`src/rtl/fifo_pkg.sv`:
```
// Shared defaults, count-width helper and status-flag type for the synchronous FIFO.
package fifo_pkg;

  localparam int DSIZE_DEF     = 8;
  localparam int ASIZE_DEF     = 4;
  localparam int AFULL_TH_DEF  = 14;
  localparam int AEMPTY_TH_DEF = 2;

  // The extra bit lets count reach 2^ASIZE and gives the pointers their wrap bit.
  function automatic int count_width(input int asize);
    return asize + 1;
  endfunction

  typedef struct packed {
    logic wfull;
    logic rempty;
    logic afull;
    logic aempty;
  } fifo_flags_t;

  localparam fifo_flags_t FLAGS_RESET = '{wfull: 1'b0, rempty: 1'b1, afull: 1'b0, aempty: 1'b1};

  function automatic fifo_flags_t flags_for(input int cnt, input int depth,
                                            input int afull_th, input int aempty_th);
    fifo_flags_t f;
    f.wfull  = (cnt == depth);
    f.rempty = (cnt == 0);
    f.afull  = (cnt >= afull_th);
    f.aempty = (cnt <= aempty_th);
    return f;
  endfunction

endpackage

```
`src/rtl/sync_fifo_mem.sv`:
```
// 2^ASIZE x DSIZE dual-port storage: synchronous write port, asynchronous read port.
module sync_fifo_mem
  import fifo_pkg::*;
#(
  parameter int DSIZE = DSIZE_DEF,
  parameter int ASIZE = ASIZE_DEF
) (
  input  logic             clk,
  input  logic             we,
  input  logic [ASIZE-1:0] waddr,
  input  logic [DSIZE-1:0] wdata,
  input  logic [ASIZE-1:0] raddr,
  output logic [DSIZE-1:0] rdata
);

  localparam int DEPTH = 1 << ASIZE;

  logic [DSIZE-1:0] mem [DEPTH];

  // NOTE: storage has no reset; only the pointers decide which words are valid,
  // so resetting the array would cost a clear path for no functional gain.
  always_ff @(posedge clk) begin
    if (we) mem[waddr] <= wdata;
  end

  assign rdata = mem[raddr];

endmodule

```
`src/rtl/sync_fifo.sv`:
```
// Synchronous FIFO with registered flags, sticky ovf/udf and occupancy count.
// Define SYNC_FIFO_FWFT_EN to build first-word-fall-through mode with an output register.
module sync_fifo
  import fifo_pkg::*;
#(
  parameter int DSIZE     = DSIZE_DEF,
  parameter int ASIZE     = ASIZE_DEF,
  parameter int AFULL_TH  = AFULL_TH_DEF,
  parameter int AEMPTY_TH = AEMPTY_TH_DEF
) (
  input  logic             clk,
  input  logic             rst,
  input  logic             wr,
  input  logic [DSIZE-1:0] wdata,
  input  logic             rd,
  output logic [DSIZE-1:0] rdata,
  output logic             wfull,
  output logic             rempty,
  output logic             afull,
  output logic             aempty,
  output logic [ASIZE:0]   count,
  output logic             ovf,
  output logic             udf
);

  localparam int            CW    = count_width(ASIZE);
  localparam int            DEPTH = 1 << ASIZE;
  localparam logic [CW-1:0] ONE   = CW'(1);

  logic [CW-1:0]    wptr_q, rptr_q, wptr_nxt, rptr_nxt;
  logic [CW-1:0]    count_q, count_nxt;
  fifo_flags_t      flags_q, flags_nxt;
  logic             ovf_q, udf_q;
  logic             wr_ok, rd_ok, mem_we, rd_adv;
  logic [DSIZE-1:0] mem_rdata, rdata_q;

  // Full takes priority over a write, empty over a read; the other side of a
  // simultaneous request still proceeds.
  assign wr_ok = wr & ~flags_q.wfull;
  assign rd_ok = rd & ~flags_q.rempty;

  // NOTE: every combinational output gets a default first, so no path can
  // leave it unassigned and infer a latch.
  always_comb begin
    count_nxt = count_q;
    if (wr_ok && !rd_ok)      count_nxt = count_q + ONE;
    else if (!wr_ok && rd_ok) count_nxt = count_q - ONE;
  end

  // Flags are registered from the post-edge count, so they never lag count.
  assign flags_nxt = flags_for(int'(count_nxt), DEPTH, AFULL_TH, AEMPTY_TH);

  assign wptr_nxt = mem_we ? wptr_q + ONE : wptr_q;
  assign rptr_nxt = rd_adv ? rptr_q + ONE : rptr_q;

  sync_fifo_mem #(
    .DSIZE (DSIZE),
    .ASIZE (ASIZE)
  ) u_mem (
    .clk   (clk),
    .we    (mem_we),
    .waddr (wptr_q[ASIZE-1:0]),
    .wdata (wdata),
    .raddr (rptr_q[ASIZE-1:0]),
    .rdata (mem_rdata)
  );

`ifdef SYNC_FIFO_FWFT_EN
  // The head word lives in rdata_q; memory holds only the words behind it,
  // so the memory is always empty whenever the output register is.
  logic ovalid_q, ovalid_nxt, mem_empty, bypass;

  assign mem_empty = (wptr_q == rptr_q);
  assign bypass    = wr_ok & mem_empty & (~ovalid_q | rd_ok);
  assign rd_adv    = rd_ok & ~mem_empty;
  assign mem_we    = wr_ok & ~bypass;

  always_comb begin
    ovalid_nxt = ovalid_q;
    if (bypass || rd_adv) ovalid_nxt = 1'b1;
    else if (rd_ok)       ovalid_nxt = 1'b0;
  end

  always_ff @(posedge clk or posedge rst) begin
    if (rst) begin
      ovalid_q <= 1'b0;
      rdata_q  <= '0;
    end else begin
      ovalid_q <= ovalid_nxt;
      if (bypass)      rdata_q <= wdata;
      else if (rd_adv) rdata_q <= mem_rdata;
    end
  end
`else
  assign mem_we = wr_ok;
  assign rd_adv = rd_ok;

  always_ff @(posedge clk or posedge rst) begin
    if (rst)        rdata_q <= '0;
    else if (rd_ok) rdata_q <= mem_rdata;
  end
`endif

  // NOTE: sequential state uses non-blocking assignments so every register
  // samples pre-edge values regardless of statement order.
  always_ff @(posedge clk or posedge rst) begin
    if (rst) begin
      wptr_q  <= '0;
      rptr_q  <= '0;
      count_q <= '0;
      flags_q <= FLAGS_RESET;
      ovf_q   <= 1'b0;
      udf_q   <= 1'b0;
    end else begin
      wptr_q  <= wptr_nxt;
      rptr_q  <= rptr_nxt;
      count_q <= count_nxt;
      flags_q <= flags_nxt;
      if (wr && flags_q.wfull)  ovf_q <= 1'b1;
      if (rd && flags_q.rempty) udf_q <= 1'b1;
    end
  end

  assign rdata  = rdata_q;
  assign wfull  = flags_q.wfull;
  assign rempty = flags_q.rempty;
  assign afull  = flags_q.afull;
  assign aempty = flags_q.aempty;
  assign count  = count_q;
  assign ovf    = ovf_q;
  assign udf    = udf_q;

endmodule

```
`config.mk`:
```
export PLATFORM = sky130hd
export DESIGN_NAME = sync_fifo
export DESIGN_NICKNAME = d
export VERILOG_FILES = /design/src/rtl/fifo_pkg.sv /design/src/rtl/sync_fifo_mem.sv /design/src/rtl/sync_fifo.sv
export SDC_FILE = /design/constraint.sdc
export NUM_CORES = 1
export LEC_CHECK = 0
export CORE_ASPECT_RATIO = 1.25
export CORE_MARGIN = 4
export CORE_UTILIZATION = 56
export CTS_BUF_LIST = sky130_fd_sc_hd__clkbuf_4 sky130_fd_sc_hd__clkbuf_8
export DETAILED_ROUTE_END_ITERATION = 10
export GPL_TIMING_DRIVEN = 0
export PLACE_DENSITY = 0.78
export SYNTH_ARGS = -nofsm -noshare
export SYNTH_HDL_FRONTEND = slang
export SYNTH_SLANG_ARGS = --single-unit
```
`constraint.sdc`:
```
create_clock -name clk -period 2.1 [get_ports clk]
set_input_delay 0.42 -clock clk [delete_from_list [all_inputs] [get_ports clk]]
set_output_delay 0.42 -clock clk [all_outputs]
set_load 0.005 [all_outputs]
```
---- Yosys cells after proc, flatten, opt, wreduce, memory -nomap -nowiden ----
Memory sizes are Yosys's and may differ from the RTL's. A register that Yosys moved wholly into a read port is not among the register bits.
Cells that the tools add are included.
operators by class
  multipliers ............................. 0
  add/subtract/negate cells ............... 4
  div/mod/pow operators ................... 0
  bitwise operators ....................... 4
  magnitude comparators ................... 2
  equality and inequality tests ........... 1
  multiplexer cells ....................... 4
  reduce and logical (&&, ||, !) cells .... 7
  shift-type cells ........................ 0
operators with widths
  kind                                                                count
  adder 5 x 1 -> 5 bit (second input constant)                        3
  2-to-1 mux 5 bit                                                    2
  == test 5 bit (second input constant)                               1
  greater-or-equal comparator 5 x 4 -> 1 bit (second input constant)  1
  <= comparator 5 x 2 -> 1 bit (second input constant)                1
  zero test 5 bit                                                     1
  subtractor 5 x 1 -> 5 bit (second input constant)                   1
  logical AND 1 bit                                                   4
  AND 1 bit                                                           2
  zero test 1 bit                                                     2
  2-to-1 mux 1 bit                                                    2
  NOT 1 bit                                                           2
word-level totals
  output and inout bits ................... 19
  latch bits .............................. 0
  memory bits (read-only) ................. 0
  memories ................................ 1
  bits of input ports ..................... 12
  bits in writable memories ............... 128
  word-level logic and storage cells ...... 32
  register bits after elaboration ......... 21
memory list
  memory     depth  bits a word  read ports  clocked after Yosys merged registers in  wr ports  line                 source
  u_mem.mem  16     8            1           1                                        1         sync_fifo_mem.sv:18  logic [DSIZE-1:0] mem [DEPTH];

---- Longest topological paths before layout ----
  depth after elaboration ................. 7
  gate-level depth with buffers ........... 7
  depth with buffers taken out ............ 6

---- By module ----
Synthesis repeated with hierarchy kept, for this count alone.
second synthesis, totals
  cell total of the unflattened synthesis .. 344
  area, all modules ....................... 6313.6 um2
modules (own cells, without submodules)
  module         cells an instance  times used  area each (um2)
  sync_fifo_mem  221                1           4987.3
  sync_fifo      123                1           1326.3

---- Worst setup path before layout ----
Ideal clock, no wire load.
  path type ............................... register to register
  from .................................... register flags_q (netlist bit wfull)
  to ...................................... memory u_mem.mem[3][0] (netlist bit) (enable)
  stages on the path, launching flop included .. 5
  buffers on the path ..................... 1
  data required time ...................... 1.717 ns
  data arrival time ....................... 1.618 ns
  slack ................................... 0.099 ns
  setup time .............................. 0.383 ns
  cell sequence ........................... dfrtp_1 and2b_1 buf_2 nand2_1 nor3_1
on the way
  longest elaborated chain between the ends .. 4
RTL lines
  element                                 line                 source
  start: declaration                      sync_fifo.sv:32      fifo_flags_t flags_q, flags_nxt;
  start signal: assignment                sync_fifo.sv:118     flags_q <= flags_nxt;
  NOT 1 bit                               sync_fifo.sv:39      assign wr_ok = wr & ~flags_q.wfull;
  AND 1 bit                               sync_fifo.sv:39
  2-to-1 mux 1 bit                        sync_fifo_mem.sv:23  if (we) mem[waddr] <= wdata;
  2-to-1 mux 1 bit (implied by the code)  sync_fifo_mem.sv:23
  end: declaration                        sync_fifo_mem.sv:18
No other way between the ends.

---- Worst setup path after layout ----
  from .................................... input wr
  to ...................................... memory u_mem.mem[1][2] (netlist bit) (enable)
on the way
  longest elaborated chain between the ends .. 3
RTL lines
  element                                 line                 source
  start: declaration                      sync_fifo.sv:13      input logic wr,
  AND 1 bit                               sync_fifo.sv:39
  2-to-1 mux 1 bit                        sync_fifo_mem.sv:23
  2-to-1 mux 1 bit (implied by the code)  sync_fifo_mem.sv:23
No other way between the ends.

==> metrics.txt <==
diode count=0; share of the yosys chip area belonging to registers=a little under three quarters; core box area=between 10000 and 15000 µm²; Critical Path RT=around 2200 ps; routability cong.=~0.89; routed vias=approximately 3600; Root Driver=clkbuf_8; worst skew pair latency=between 400 and 500 ps; buffers added on ports=30; Starting DRT DRC Count=207; status=complete, but fails checks; area occupied by multi-input gates=1730 µm²; vias in the first global route=approximately 3700; height of the die=between 100 and 150 µm; sequential standard cell area=approximately 4500 µm²; DP HPWL=8770 µm; worst reg2reg path depth=4; htree depth=4; Non-Filler Instances=just over 600; number of synthesized register bits=about 160; first-pass GRT wire length=about 20000 µm; CTS tree=yes; Worst Path Max Fanout=10; HP Class=reg -> reg; CTS Buf Count=17; violated checks=setup timing; Total GRT Usage=between 20% and 30%; max_cap viols=0; Final Skew=between 10 and 15 ps; initial antenna violation count=0; IO Pins=31; row cnt=between 40 and 50; Setup violations, final=30; final hold violations=0; WL/cell=between 20 and 25 µm; RSZ-0062 raised after global routing=yes; clk sinks=about 160; DIE WIDTH=103 µm; Clock transition at path regs=approximately 80 ps; area grow syn2layout=16.4%; length of the first detailed-routing pass in iterations=5; Post-Syn Area=6280 µm²; Synth cell types=38; DIE AREA=~13000 µm²; Post-DRT Antenna Nets=0; Clock Tree Buf Depth=2; Nets=between 400 and 500; CP Launch Type=input port; power density over the cells=between 1000 and 1500 nW/µm²; syn_area_per_cell=~15 µm²; fmax=467 MHz; DP Worst Slack=-878 ps; Vias per Instance=slightly below 6; CP Class=in -> reg; Period minus WS final=approximately 2100 ps; layout cells sized above 1=about 15%; WP data arrival=2210 ps; Placed Cells incl. Taps=573; Worst Setup End Kind=register; worst hold stages=1; worst slew pin tran=between 1000 and 1500 ps; Pleak=2.61 nW; Syn Inst Count=between 400 and 500; initial core utilization=a little under three fifths; # DRC=0; Synthesized Nets=~430; filler cell count=between 700 and 800; # hold bufs at CTS=0; Slew Limit Fails=0; DRT Wirelength=approximately 13000 µm; largest net degree at the start of global routing=28; Synthesis Warnings=0; gr ovfl total=0; Rel. slew slack=roughly 26%; Peak VDD IR=just over 0.8 mV; Final period util=102%; setup ws final=-39.3 ps
## power by group
group / internal [mW] / switching [mW] / leakage (nW)
registers: 3.86 / 0.279 / 1.47
clock network: 1.43 / 1.04 / 0.218
logic: 1.34 / 1.99 / 0.913
## sequential cells by signal, summed over array words and instances, names as in the netlist, 4 cells and up
name,count
wptr_q,4
rdata,8
rptr_q,4
count,5
u_mem.mem,128
## critical path: stages
cell,delay [ps]
clkdlybuf4s50_1,510
and2b_1,240
buf_2,250
nand2_1,200
nor3_2,590
## routing by layer
metal  wire length, µm  track usage, %
met4               597            10.8
met5                 0               0
met3               575            5.50
met2              7160            36.3
met1              4930            25.7
## path summary, 6_finish.rpt
kind                                  from                   endpoint  slack [ps]
setup / recovery                        wr  u_mem.mem[1][2]$_DFFE_PP_         -40
hold / removal             udf$_DFFE_PP0P_            udf$_DFFE_PP0P_         470
setup reg to reg           wfull$_DFF_PP0_  u_mem.mem[1][2]$_DFFE_PP_         -20
hold reg to reg            udf$_DFFE_PP0P_            udf$_DFFE_PP0P_         470
max in group asynchronous              rst       rdata[3]$_DFFE_PP0P_         870
min in group asynchronous              rst         count[2]$_DFF_PP0_         550
## Yosys cell counts, drive strengths merged
cell	count	area, µm²
dfrtp	25	626
edfxtp	128	3840
xnor2	9	93.8
and2	1	6.26
nor2b	3	18.8
xor2	1	16.3
a22oi	17	133
a31o	1	8.76
nor4bb	1	10.0
ha	7	87.6
nor3	6	35.0
a41o	1	10.0
and2b	1	7.51
a21o	2	15.0
o32a	1	10.0
a21oi	19	95.1
inv	6	22.5
dfstp	2	52.6
nand4	9	56.3
buf	12	58.8
nor2	18	77.6
nand2b	4	25.0
nor4b	2	30.0
a31oi	1	12.5
nand2	35	131
a2111oi	1	15.0
o2bb2ai	1	8.76
o21ai	2	10.0
clkbuf	10	37.5
nand3	18	90.1
mux2i	64	641
## area by class of cell
class / instances / share of cell area (%)
flip-flops and latches: 155 / 61.8
clock buffers: 19 / 3.40
plain buffers: 22 / 1.37
well taps: 135 / 2.31
inverters: 6 / 0.308
repair buffers: 32 / 4.48
clock inverters: 13 / 2.72
multi-input cells: 225 / 23.6
## metrics by stage
| step | setup TNS, ps | power (mW) | cell area [µm²] | util, % | hold WS (ps) |
|---|---|---|---|---|---|
| after detailed placement | -72960 | 7.37 | 6750 | 61.2 | 448 |
| final | -638 | 9.94 | 7320 | 66.3 | 465 |
| after global routing | -6520 | 10.4 | 7320 | 66.3 | 496 |
| after CTS | -2350 | 9.88 | 7240 | 65.6 | 466 |
| after global placement | -65990 | 7.25 | 6750 | 61.2 | 439 |
| after floorplan | 0 | 6.20 | 6280 | - | 451 |
## kinds of logic after synthesis
kind of cell	Yosys count	synth area share (%)
buffers and inverters	28	1.89
AOI/OAI and AO/OA	46	5.06
DFF	155	71.9
muxes	64	10.2
adders and majority gates	7	1.39
xor gates and xnor gates	10	1.75
and+or+nand+nor	98	7.76
## layout by cell type (no fill, tap or decap), types with 3 or more instances in the layout
master           instances
xnor2_1                  7
nand2b_1                 4
nor2_4                   6
nand2_1                 35
clkbuf_8                17
nor3_2                   3
ha_1                     7
clkbuf_2                 3
nor2_2                   6
a22oi_1                 16
nand3_1                 18
clkinvlp_4               3
inv_1                    6
clkdlybuf4s50_1         30
a21oi_1                 19
nand4_1                  9
bufinv_16                5
nor2_1                   6
clkbuf_1                 8
edfxtp_1               128
mux2i_1                 64
buf_2                    8
nor2b_1                  3
dfrtp_1                 25
## repair_timing
item / in CTS / in global routing
pin swaps: 0 / 1
setup buffers: 0 / 2
endpoints found under the setup margin: 88 / 106
resized for setup: 9 / 17
Power figures use the tool's default switching activity.
